**src/rtl/reduction_pkg.sv**
```systemverilog
// Shared types and constants for the reduction arbiter and its datapath.
package reduction_pkg;

  localparam int RED_W = 16;

  typedef enum logic [1:0] {
    IDLE = 2'd0,
    EXEC = 2'd1,
    RESP = 2'd2
  } red_state_t;

  typedef logic [0:0] red_id_t;
  typedef logic [RED_W-1:0] red_data_t;

endpackage

```
**src/rtl/reduction_unit.sv**
```systemverilog
// Byte-sum adder tree: adds the byte lanes of two 16-bit operands and
// sign-extends bit 8 of the 10-bit total into the upper byte.
module reduction_unit (
  input  logic [15:0] a,
  input  logic [15:0] b,
  output logic [15:0] s
);

  logic [8:0] e;
  logic [8:0] f;
  logic [9:0] sum;

  assign e   = {1'b0, a[7:0]} + {1'b0, b[7:0]};
  assign f   = {1'b0, a[15:8]} + {1'b0, b[15:8]};
  assign sum = {1'b0, e} + {1'b0, f};
  assign s   = {{8{sum[8]}}, sum[7:0]};

endmodule

```
**src/rtl/reduction_arbiter.sv**
```systemverilog
// Two-requester arbiter that serialises operand pairs through one
// reduction_unit and returns registered results tagged with the requester id.
module reduction_arbiter
  import reduction_pkg::*;
#(
  parameter int ROUND_ROBIN = 1
) (
  input  logic            clk,
  input  logic            rst,
  input  logic            req0_valid,
  output logic            req0_ready,
  input  logic [RED_W-1:0] req0_a,
  input  logic [RED_W-1:0] req0_b,
  input  logic            req1_valid,
  output logic            req1_ready,
  input  logic [RED_W-1:0] req1_a,
  input  logic [RED_W-1:0] req1_b,
  output logic            rsp_valid,
  input  logic            rsp_ready,
  output red_data_t       rsp_data,
  output red_id_t         rsp_id,
  output logic            busy
);

  red_state_t state_r;
  red_state_t state_next_s;
  red_id_t    prio_r;
  red_id_t    id_r;
  red_id_t    gnt_s;
  red_data_t  op_a_r;
  red_data_t  op_b_r;
  red_data_t  sum_s;
  red_data_t  rsp_data_r;
  red_id_t    rsp_id_r;
  logic       rsp_valid_r;
  logic       window_s;
  logic       any_valid_s;
  logic       accept_s;

  reduction_unit u_reduction_unit (
    .a (op_a_r),
    .b (op_b_r),
    .s (sum_s)
  );

  // A lone valid requester wins outright; prio only breaks ties.
  assign any_valid_s = req0_valid | req1_valid;
  assign gnt_s       = (req0_valid && req1_valid) ? prio_r :
                       (req0_valid ? 1'b0 : 1'b1);
  assign accept_s    = window_s & any_valid_s;

  // Grant window: IDLE, or RESP in the cycle the result is consumed.
  always_comb begin
    window_s = 1'b0;
    if (rst) begin
      window_s = 1'b0;
    end else begin
      case (state_r)
        IDLE:    window_s = 1'b1;
        RESP:    window_s = rsp_ready;
        default: window_s = 1'b0;
      endcase
    end
  end

  // State register.
  always_ff @(posedge clk) begin
    if (rst) begin
      state_r <= IDLE;
    end else begin
      state_r <= state_next_s;
    end
  end

  // Next-state logic.
  always_comb begin
    state_next_s = state_r;
    case (state_r)
      IDLE: begin
        if (accept_s) state_next_s = EXEC;
        else          state_next_s = IDLE;
      end
      EXEC: state_next_s = RESP;
      RESP: begin
        if (rsp_ready) state_next_s = any_valid_s ? EXEC : IDLE;
        else           state_next_s = RESP;
      end
      default: state_next_s = IDLE;
    endcase
  end

  // Ready outputs: only the granted requester sees ready.
  always_comb begin
    req0_ready = 1'b0;
    req1_ready = 1'b0;
    if (accept_s) begin
      req0_ready = (gnt_s == 1'b0);
      req1_ready = (gnt_s == 1'b1);
    end else begin
      req0_ready = 1'b0;
      req1_ready = 1'b0;
    end
  end

  // Operand capture, priority update and result register.
  always_ff @(posedge clk) begin
    if (rst) begin
      prio_r      <= 1'b0;
      id_r        <= 1'b0;
      op_a_r      <= '0;
      op_b_r      <= '0;
      rsp_valid_r <= 1'b0;
      rsp_data_r  <= '0;
      rsp_id_r    <= 1'b0;
    end else begin
      if (accept_s) begin
        id_r   <= gnt_s;
        op_a_r <= gnt_s ? req1_a : req0_a;
        op_b_r <= gnt_s ? req1_b : req0_b;
        prio_r <= (ROUND_ROBIN != 32'sd0) ? ~gnt_s : 1'b0;
      end
      if (state_r == EXEC) begin
        rsp_valid_r <= 1'b1;
        rsp_data_r  <= sum_s;
        rsp_id_r    <= id_r;
      end else if (state_r == RESP && rsp_ready) begin
        rsp_valid_r <= 1'b0;
      end
    end
  end

  assign rsp_valid = rsp_valid_r;
  assign rsp_data  = rsp_data_r;
  assign rsp_id    = rsp_id_r;
  assign busy      = (state_r != IDLE);

endmodule
```
**config.mk**
```make
export PLATFORM = sky130hd
export DESIGN_NAME = reduction_arbiter
export DESIGN_NICKNAME = d
export VERILOG_FILES = /design/src/rtl/reduction_pkg.sv /design/src/rtl/reduction_unit.sv /design/src/rtl/reduction_arbiter.sv
export SDC_FILE = /design/constraint.sdc
export NUM_CORES = 1
export LEC_CHECK = 0
export BUFFER_PORTS_ARGS = -buffer_cell sky130_fd_sc_hd__buf_2
export CAP_MARGIN = 10
export CORE_MARGIN = 5
export CORE_UTILIZATION = 56
export DETAILED_ROUTE_END_ITERATION = 10
export GPL_ROUTABILITY_DRIVEN = 1
export PLACE_DENSITY = 0.86
export SLEW_MARGIN = 20
export SYNTH_ARGS = -nofsm -noshare
export SYNTH_HDL_FRONTEND = slang
export SYNTH_SLANG_ARGS = --single-unit
```
**constraint.sdc**
```tcl
create_clock -name clk -period 7.7 [get_ports clk]
set_clock_uncertainty 0.05 [all_clocks]
set_input_delay 1.54 -clock clk [delete_from_list [all_inputs] [get_ports clk]]
set_output_delay 1.54 -clock clk [all_outputs]
set_load 0.01 [all_outputs]
```
# Word level (Yosys, flattened, before mapping)
# Index checks and enable logic that the tools add are counted.
# word_totals
register_bits	47
output_inout_bits	21
wordCells	35
# classes
n_addsub	3
n_eq_ne	2
n_mux	14
bitwise_logic	3
reduce_logical	5
# op_table
operator	n
16-bit 2-to-1 mux	2
8-bit by 8-bit adder with 9-bit output	2
9-bit adder	1
1-bit 2-to-1 mux	9
2-bit one-hot mux with 3 select lines	1
2-bit nonzero test	2
2-bit by 1-bit equality test with 1-bit output, second input constant	1
2-bit equality test, second input constant	1
1-bit logical AND	2
2-bit zero test	1
2-bit 2-to-1 mux	1
1-bit one-hot mux with 2 select lines	1
1-bit AND	1
1-bit inverter	1
1-bit bitwise OR	1

# Longest topological paths before layout
# Gate-level depths: netlist (run 1).
# logic_depth
depth_word	6
ltp_mapped	9

# By module
# Synthesis (run 1) repeated with hierarchy kept, for this count alone.
# hier_totals
cells_unflattened	350
area_unflattened_um2	3468.3
# modules_own_cells
module	instances	cells_per_inst	area_each_um2	seq_area_each_um2
reduction_arbiter	1	253	2668.8	1081.0
reduction_unit	1	97	799.5	0.0

# Least setup slack after synthesis (run 1)
# OpenSTA, ideal clock, no wires.
# synth_timing
path_type	input-to-output
from	input rsp_ready
to	output req1_ready
arrival_ps	2536
t_required_ps	6110
setup_slack_ps	3574
stages	4
cell_sequence	inv_1 a2111oi_4 buf_6 nor2b_1
# synth_via
elab_chain_cells	4
# synth_lines
item	line	text
from (decl)	reduction_arbiter.sv:19	input logic rsp_ready,
1-bit one-hot mux with 2 select lines	reduction_arbiter.sv:58	case (state_r)
1-bit 2-to-1 mux	reduction_arbiter.sv:55	if (rst) begin
1-bit AND	reduction_arbiter.sv:50	assign accept_s = window_s & any_valid_s;
1-bit 2-to-1 mux	reduction_arbiter.sv:96	if (accept_s) begin
to (decl)	reduction_arbiter.sv:15	output logic req1_ready,
# Every way passes these cells.

# Final worst setup path (run 1)
# layout_timing
from	input rst
to	output req0_ready
# layout_via
elab_chain_cells	3
# layout_lines
item	line	text
from (decl)	reduction_arbiter.sv:9	input logic rst,
1-bit 2-to-1 mux	reduction_arbiter.sv:55	
1-bit AND	reduction_arbiter.sv:50	
1-bit 2-to-1 mux	reduction_arbiter.sv:96	
to (decl)	reduction_arbiter.sv:11	output logic req0_ready,
# Every way passes these cells.

==> summary.txt, run 1 <==
Worst setup path
  • Crit end category: output port
  • Setup crit start kind: primary input
  • CP Class: primary input to output port
  • Worst endpoint required time: ~6.1 ns
  • Crit path max fanout: 69
  • Arrival @ worst endpoint: approximately 3.5 ns

Routing
  • # DRC: 0
  • Post-DRT Antenna Nets: 0
  • DRT iter0 DRCs: 94
  • Drt first pass iters: 4
  • Vias per cell: between 5 and 6
  • Drt total wl: ~6000 um
  • Routed len/inst: about 13 um
  • Via Count: 2274

Flow run
  • Max-cap violations: 0

Clock tree
  • Root Driver: clkbuf_8
  • Resized cells post-CTS: 0
  • Skew-Pair Late Insertion Delay: 0.30 ns
  • CTS Hold Bufs: 0
  • CTS sink count: 47
  • Clock-pin transition on the worst setup and hold timing paths: 0.08 ns
  • CTS HTree Levels: 2
  • CTS tree: done
  • CTS max path bufs: 2
  • CTS buffer count: 5
  • Post-CTS Setup Inserts: 0

Timing
  • Worst-Margin Slew: 0.783 ns
  • Final Setup Violations: 0
  • Tcrit/Tclk final: 65.5%
  • Setup_tns: 0 ns
  • Max_slew headroom: between 40% and 50%
  • RSZ-0062 raised after global routing: no
  • Maximum clock rate: about 0.20 GHz
  • Final number of hold-violating endpoints: 0
  • PnR worst setup slack: 2.66 ns
  • Slew Viols, Final: 0
  • Fin crit period: 5.04 ns

Logic synthesis
  • Ys Warns: 0
  • Synth Instances: 304
  • Ys flop type: dfxtp_1
  • Post-synth EDFFs: 0
  • Post-synthesis average cell area: approximately 9.8 sq um
  • Post-synthesis sequential area ratio: between 30% and 40%
  • FF+latch count, synth: 47
  • Cell Area, Synth: 2980 sq um
  • Synth cell types: 39
  • Mapped Nets: 397
  • Ys async rst share: 0%

Global route
  • First-pass GRT wire length: 10100 um
  • Initial antenna violation count: 0
  • Global route total overflow: 0
  • GRT Total Usage: around 18%
  • Pin count of the biggest net entering global routing: 70
  • Vias in the first global route: 2277

Finish
  • Most common cell after layout, fill and taps aside: buf_2
  • Seq. cell area: 941 sq um
  • Area Overhead vs Synth: 16.2%
  • Commonest non-fill, non-tap cells in the layout: 89 x buf_2, 47 x dfxtp_1, 39 x inv_1
  • Final net count: 470
  • Fillcell total: about 420
  • Share of layout cells above drive strength 1: 36.0%
  • Multi-input gate area: 1720 sq um
  • Diode count: 0

Floorplan
  • Die H: 82.9 um
  • Die Area: slightly below 7000 sq um
  • DIE WIDTH: 82.9 um
  • Starting density of the core: 57.9%
  • Row count: 26
  • Core Area: 5140 sq um
  • # IOs: 90

Pwr
  • Leakage power total: ~0.0016 uW
  • P per Cell Area: 195 nW/um^2
  • Final Power: 674 uW
  • Max IR drop VDD: 0.000117 V

Placement
  • DP Worst Slack: 2.69 ns
  • Port bufs: 89
  • GP Congestion: roughly 0.85
  • Hpwl dp: 4680 um

Status
  • Outcome: completed

Worst hold path
  • Tightest Hold Check Type: flop to flop
[kinds of logic after synthesis]
group | Yosys count | synth area share (%)
xor+xnor | 1 | 0.294
mux | 33 | 11.1
fa+ha+maj | 24 | 14.1
simple gates | 71 | 10.8
buf+inv | 65 | 11.0
flops | 47 | 31.6
compound gates | 63 | 21.1
[layer usage]
metal	part of all wire (%)	GRT usage, %	vias up
met2	50	31.1	73
li1	-	-	1172
met1	42	20.9	1021
met5	0	0	-
met3	6.7	4.36	8
met4	1.3	4.75	0
[worst max-delay path, stage by stage]
cell       delay, ns
buf_2           0.10
buf_4           0.29
a2111oi_4       0.39
buf_4           0.67
and2_1          0.25
buf_2           0.13
[per-stage QoR]
step                std cells  hold slack, ns  area, sq um  utilization [%]
floorplan                 304           0.382         2980                -
global placement          440           0.385         3360             65.4
detailed placement        440           0.394         3360             65.4
CTS                       448           0.404         3460             67.3
global route              448           0.441         3460             67.3
finish                    448           0.403         3460             67.3
[flip-flops by register name (all words and copies together) (netlist names)]
register / count
op_b_r: 16
rsp_valid: 1
prio_r: 1
rsp_id: 1
id_r: 1
state_r: 2
rsp_data: 9
op_a_r: 16
[synth_stat cells (2+ instances only)]
cell type | count | area (sq um)
o211ai_1 | 2 | 15.0
buf_4 | 10 | 75.1
buf_6 | 5 | 56.3
o21ai_0 | 5 | 25.0
clkbuf_1 | 5 | 18.8
nor3_1 | 6 | 30.0
mux2i_1 | 33 | 330
nand3b_1 | 2 | 15.0
dfxtp_1 | 47 | 941
nor2_1 | 38 | 143
a211oi_2 | 32 | 400
nand3_1 | 5 | 25.0
buf_2 | 6 | 30.0
nand2_1 | 9 | 33.8
a211oi_1 | 3 | 22.5
o21a_1 | 2 | 15.0
ha_1 | 8 | 100
nor2b_1 | 3 | 18.8
or2_2 | 3 | 18.8
a21oi_1 | 8 | 40.0
inv_1 | 39 | 146
fa_1 | 16 | 320
[final timing paths]
kind                            start                        to  slack [ns]  depth (start not counted)
max                               rst                req0_ready        2.66                          6
min          rsp_data[4]$_SDFFE_PP0P_  rsp_data[4]$_SDFFE_PP0P_        0.40                          2
max reg2reg    op_a_r[2]$_SDFFE_PP0P_  rsp_data[6]$_SDFFE_PP0P_        4.60                          9
min reg2reg  rsp_data[4]$_SDFFE_PP0P_  rsp_data[4]$_SDFFE_PP0P_        0.40                          2
[layout make-up]
type	instances	share of cell area, %
clock buffer	7	2.50
clock inverter	1	0.253
inverter	39	4.23
multi-input combinational	192	49.7
sequential	47	27.2
tap	70	2.53
timing repair buffer	92	13.5
[where the power goes]
| group | internal (uW) | switching (uW) |
|---|---|---|
| Sequential | 268 | 15.4 |
| Clock | 73.6 | 81.7 |
| Combinational | 103 | 132 |
| Total | 445 | 230 |
Power figures use the tool's default switching activity.
==> run 2: changes to the inputs <==
--- a/config.mk
+++ b/config.mk
@@ -8,10 +8,10 @@
 export BUFFER_PORTS_ARGS = -buffer_cell sky130_fd_sc_hd__buf_2
 export CAP_MARGIN = 10
 export CORE_MARGIN = 5
-export CORE_UTILIZATION = 56
+export CORE_UTILIZATION = 52
 export DETAILED_ROUTE_END_ITERATION = 10
 export GPL_ROUTABILITY_DRIVEN = 1
-export PLACE_DENSITY = 0.86
+export PLACE_DENSITY = 0.81
 export SLEW_MARGIN = 20
 export SYNTH_ARGS = -nofsm -noshare
 export SYNTH_HDL_FRONTEND = slang
==> constraint.sdc (replaced) <==
create_clock -name clk -period 5.2 [get_ports clk]
set_clock_uncertainty 0.05 [all_clocks]
set_input_delay 1.04 -clock clk [delete_from_list [all_inputs] [get_ports clk]]
set_output_delay 1.04 -clock clk [all_outputs]
set_load 0.01 [all_outputs]
==> run 2 against run 1 <==
Compared with the run above: die area up 6.8%; register-to-register slack worse by 2.5 ns; via count down 0.40%; combinational power up 47%; routed wire length up 1.5%; final cell count up 0.22%; clock power up 45%; count of clock-buffer cells in the layout down 1; first-iteration DRC count down 39%; non-clock buffer count unchanged.
==> summary.txt, run 2 (synthesis results as in run 1) <==
Pwr
  • Logic pwr share: 35.1%
  • Net load switching power: 339 uW
  • Sequential Power Share: 42.3%
  • Internal power: 653 uW
  • P per Cell Area: around 290 nW/um^2
  • Max IR drop VDD: 0.000170 V
  • Sw frac: 34.1%
  • Clk pwr share: a little under a quarter
  • Leakage power total: 0.00159 uW

Clock tree
  • CTS HTree Levels: 2
  • CTS max path bufs: 2
  • Resized cells post-CTS: 0
  • Clock-pin transition on the worst setup and hold timing paths: approximately 0.080 ns
  • Post-CTS Setup Inserts: 0
  • Root Driver: clkbuf_8
  • CTS buffer count: 5
  • CTS sink count: 47
  • Skew-Pair Late Insertion Delay: 0.30 ns
  • CTS tree: done
  • CTS Hold Bufs: 0

Timing
  • Tcrit/Tclk final: between 60 and 70%
  • Fin crit period: between 3 and 4 ns
  • Setup_tns: 0 ns
  • Maximum clock rate: 0.294 GHz
  • Final number of hold-violating endpoints: 0
  • Max_slew headroom: 53.8%
  • RSZ-0062 raised after global routing: no
  • Worst-Margin Slew: 0.692 ns
  • Final Setup Violations: 0
  • Slew Viols, Final: 0

Worst hold path
  • Tightest Hold Check Type: flop to flop
  • Hold path start: rsp_data[3]$_SDFFE_PP0P_

Global route
  • Global route total overflow: 0
  • Pin count of the biggest net entering global routing: 61
  • First-pass GRT wire length: about 10000 um
  • Vias in the first global route: 2258
  • Initial antenna violation count: 0
  • GRT Total Usage: 17.4%

Finish
  • Fin cells: 449
  • Finished Core Util: 62.3%
  • Diode count: 0
  • Share of layout cells above drive strength 1: between 30% and 40%
  • Final net count: 470
  • Commonest non-fill, non-tap cells in the layout: 89 x buf_2, 47 x dfxtp_1, 39 x inv_1
  • Area Overhead vs Synth: 16.0%
  • Most common cell after layout, fill and taps aside: buf_2

Floorplan
  • Die H: 85.7 um
  • # IOs: 90
  • Starting density of the core: a little over half
  • Die Area: 7340 sq um
  • Row count: 27
  • Core Area: 5540 sq um
  • DIE WIDTH: 85.7 um

Worst setup path
  • CP Class: primary input to output port
  • Crit-path cells: buf_2, a21boi_4, buf_4, nor2b_1, buf_2
  • Arrival @ worst endpoint: 2.31 ns
  • CP max-delay cell: a21boi_4
  • Crit end category: output port
  • Crit path max fanout: 22
  • Worst path max stage delay: about 0.47 ns
  • Worst Setup SP: req1_valid
  • CP top delay family: buffers and inverters
  • Setup crit start kind: primary input
  • CP bufs+invs: 3
  • Most used cell, CP: buf_2
  • Worst endpoint required time: roughly 4.1 ns
  • RR Startpoint: op_a_r[2]$_SDFFE_PP0P_

Flow run
  • Max-cap violations: 0

Routing
  • Drt first pass iters: 4
  • Drt total wl: just over 6000 um
  • Post-DRT Antenna Nets: 0
  • DRT iter0 DRCs: 57
  • Via Count: 2265
  • # DRC: 0
  • Routed len/inst: 13.5 um
  • Vias per cell: a little over 5

Placement
  • Port bufs: 89
  • Hpwl dp: 4790 um
  • Placed Cells incl. Taps: 442
  • GP Congestion: 0.845

Status
  • Outcome: completed
## run 2: cell count changes in the layout (fill, tap and decap cells not counted), sizes merged
cell    change
clkbuf      -1
## run 2: routing by layer
| metal | global-route usage [%] | routed length [um] | up-vias | share of wire (%) |
|---|---|---|---|---|
| met3 | 4.32 | 358 | 7 | 5.9 |
| met1 | 22.4 | 2590 | 1030 | 43 |
| met4 | 5.18 | 72 | 0 | 1.2 |
| met5 | 0 | 0 | - | 0 |
| met2 | 28.7 | 3030 | 56 | 50 |
| li1 | - | - | 1172 | - |
## run 2: worst min-delay path: stages (launching register included)
cell     delay [ns]
dfxtp_1        0.31
nand2_1        0.05
a21oi_1        0.05
## run 2: layout make-up
cell class,instances,area [sq um]
fillers,461,2090
multi-input cells,192,1720
flip-flops and latches,47,941
repair buffers,92,468
inverters,39,146
well taps,72,90.1
clock buffers,6,82.6
clock inverters,1,5.00
## run 2: path summary, 6_finish.rpt
kind,to,slack [ns],cells past startpoint
min,rsp_data[3]$_SDFFE_PP0P_,0.40,2
min reg2reg,rsp_data[3]$_SDFFE_PP0P_,0.40,2
max,req1_ready,1.80,5
max reg2reg,rsp_data[6]$_SDFFE_PP0P_,2.11,9
## run 2: stage by stage
stage | hold slack (ns) | worst slack [ns] | instance area [sq um] | total power, uW
final | 0.401 | 1.80 | 3450 | 991
after global placement | 0.389 | 1.82 | 3370 | 761
after floorplan | 0.382 | 2.07 | 2980 | 691
after CTS | 0.404 | 1.77 | 3450 | 1000
after detailed placement | 0.393 | 1.77 | 3370 | 775
after global routing | 0.424 | 1.69 | 3450 | 1070
## run 2: power by group through the flow
stage	registers, uW	clock network, uW	logic [uW]
after floorplan	428	0	263
after global placement	426	0	335
after detailed placement	428	0	347
after CTS	420	230	350
after global routing	424	247	394
final	419	224	348
==> run 3: changes to the inputs <==
==> constraint.sdc (replaced) <==
create_clock -name clk -period 3.2 [get_ports clk]
set_clock_uncertainty 0.05 [all_clocks]
set_input_delay 0.64 -clock clk [delete_from_list [all_inputs] [get_ports clk]]
set_output_delay 0.64 -clock clk [all_outputs]
set_load 0.01 [all_outputs]
==> run 3 against run 2 <==
Compared with the run above: sequential cell count is the same; worst setup slack lost 1.6 ns; via count grew 2.6%; combinational power grew 65%; critical path depth grew 4; critical endpoint is now rsp_data[6]$_SDFFE_PP0P_; largest cell class unchanged.
==> summary.txt, run 3 (synthesis results as in run 1) <==
Finish
  • Share of layout cells above drive strength 1: 36.2%
  • Area Overhead vs Synth: 16.9%
  • Fin cells: 450
  • Commonest non-fill, non-tap cells in the layout: 89 x buf_2, 47 x dfxtp_1, 39 x inv_1
  • Diode count: 0
  • Final net count: 470
  • Fillcell total: around 490
  • Most common cell after layout, fill and taps aside: buf_2

Worst setup path
  • Worst R2R Path Depth: 9
  • RR Endpoint: rsp_data[6]$_SDFFE_PP0P_
  • CP Class: flop to flop
  • Setup crit start kind: flop
  • Crit path max fanout: 3
  • Crit end category: flop
  • RR Startpoint: op_a_r[2]$_SDFFE_PP0P_
  • Arrival @ worst endpoint: between 3 and 4 ns
  • Worst endpoint required time: 3.35 ns
  • FF-to-FF setup slack: 0.25 ns

Floorplan
  • Die Area: 7340 sq um
  • Row count: 27
  • # IOs: 90
  • Die H: 85.7 um
  • Core Area: 5540 sq um
  • Starting density of the core: 53.7%
  • DIE WIDTH: roughly 86 um

Routing
  • Vias per cell: 5.16
  • Via Count: 2323
  • Drt total wl: 6170 um
  • # DRC: 0
  • Drt first pass iters: 4
  • Post-DRT Antenna Nets: 0
  • Routed len/inst: 13.7 um
  • DRT iter0 DRCs: 64

Global route
  • First-pass GRT wire length: roughly 11000 um
  • Met2 Usage GRT: between 30% and 40%
  • GR peak layer: met2
  • Initial antenna violation count: 0
  • Global route total overflow: 0
  • GRT Total Usage: 18.0%
  • Met1 usage: between 20% and 30%
  • Pin count of the biggest net entering global routing: 68
  • Met3 Use GR: 4.23%
  • Vias in the first global route: 2410

Timing
  • Tcrit/Tclk final: 92.3%
  • Slew Viols, Final: 0
  • Final number of hold-violating endpoints: 0
  • Maximum clock rate: 0.338 GHz
  • Worst-Margin Slew: 0.764 ns
  • Final Setup Violations: 0
  • Max_slew headroom: 49.1%
  • Fin crit period: 2.95 ns
  • RSZ-0062 raised after global routing: no
  • PnR worst setup slack: around 0.25 ns
  • Setup_tns: 0 ns

Pwr
  • Sequential Power Share: 40.1%
  • Sw frac: approximately 34%
  • Net load switching power: 572 uW
  • Max IR drop VDD: about 0.00032 V
  • Final Power: 1700 uW
  • Internal power: 1130 uW
  • P per Cell Area: 488 nW/um^2
  • Leakage power total: between 0.0015 and 0.002 uW
  • Clk pwr share: a little over a quarter
  • Logic pwr share: 33.8%

Clock tree
  • CTS buffer count: 5
  • Root Driver: clkbuf_8
  • CTS Hold Bufs: 0
  • CTS tree: done
  • Clock-pin transition on the worst setup and hold timing paths: 0.09 ns
  • CTS sink count: 47
  • CTS HTree Levels: 2
  • Skew-Pair Late Insertion Delay: a little over 0.3 ns
  • CTS max path bufs: 2
  • Post-CTS Setup Inserts: 0
  • Resized cells post-CTS: 0

Placement
  • Placed Cells incl. Taps: 442
  • DP Worst Slack: 0.229 ns
  • Hpwl dp: 4870 um
  • GP Congestion: 0.817
  • Port bufs: just under 90

Status
  • Outcome: completed

Worst hold path
  • Tightest Hold Check Type: flop to flop
  • Hold endpoint: rsp_data[3]$_SDFFE_PP0P_
  • WHS Path Cells: 2
  • Hold path start: rsp_data[3]$_SDFFE_PP0P_

Flow run
  • Max-cap violations: 0
==> run 3: cell types whose count changed in the layout (fill, tap and decap cells not counted) <==
cell and change:
clkbuf_8 -1, clkinv_4 +1, bufinv_16 +1
==> run 3: cell type report <==
cell class              count  area, sq um  share of cell area, %
multi-input cells         192         1720                   49.5
flip-flops and latches     47          941                   27.1
repair buffers             92          468                   13.5
inverters                  39          146                   4.21
well taps                  72         90.1                   2.59
clock buffers               5         68.8                   1.98
clock inverters             3         43.8                   1.26
==> run 3: power by group through the flow <==
| stage | sequential [uW] | combinational (uW) | clock, uW |
|---|---|---|---|
| CTS | 682 | 577 | 451 |
| floorplan | 696 | 427 | 0 |
| detailed placement | 696 | 570 | 0 |
| global placement | 692 | 545 | 0 |
| global route | 691 | 655 | 477 |
| finish | 681 | 573 | 443 |
==> run 3: worst max path at each step <==
stage | startpoint | to | slack [ns] | cells after the start
4_1_cts | op_a_r[2]$_SDFFE_PP0P_ | rsp_data[6]$_SDFFE_PP0P_ | 0.22 | 9
3_3_place_gp | op_a_r[2]$_SDFFE_PP0P_ | rsp_data[6]$_SDFFE_PP0P_ | 0.33 | 9
3_5_place_dp | op_a_r[2]$_SDFFE_PP0P_ | rsp_data[6]$_SDFFE_PP0P_ | 0.23 | 9
2_1_floorplan | op_a_r[2]$_SDFFE_PP0P_ | rsp_data[6]$_SDFFE_PP0P_ | 0.39 | 9
5_1_grt | op_a_r[2]$_SDFFE_PP0P_ | rsp_data[6]$_SDFFE_PP0P_ | 0.03 | 9
6_report | op_a_r[2]$_SDFFE_PP0P_ | rsp_data[6]$_SDFFE_PP0P_ | 0.25 | 9
==> run 3: through the flow <==
stage	instance area, sq um	hold slack, ns	utilization [%]
3_3_place_gp	3370	0.389	60.7
4_1_cts	3480	0.406	62.8
3_5_place_dp	3370	0.394	60.7
2_1_floorplan	2980	0.382	-
5_1_grt	3480	0.435	62.8
6_report	3480	0.403	62.8
==> run 3: metal layers <==
metal / wire, um / up-vias
met5: 0 / -
met4: 97 / 0
met3: 412 / 11
met2: 3070 / 82
met1: 2600 / 1055
li1: - / 1175
==> run 3: worst max-delay path: stages, from the launching register on <==
cell and delay [ns]:
dfxtp_1 0.34, inv_1 0.06, fa_1 0.50, fa_1 0.58
inv_1 0.06, ha_1 0.31, a211oi_1 0.32, o21bai_1 0.15
and3_1 0.18, a311o_1 0.30
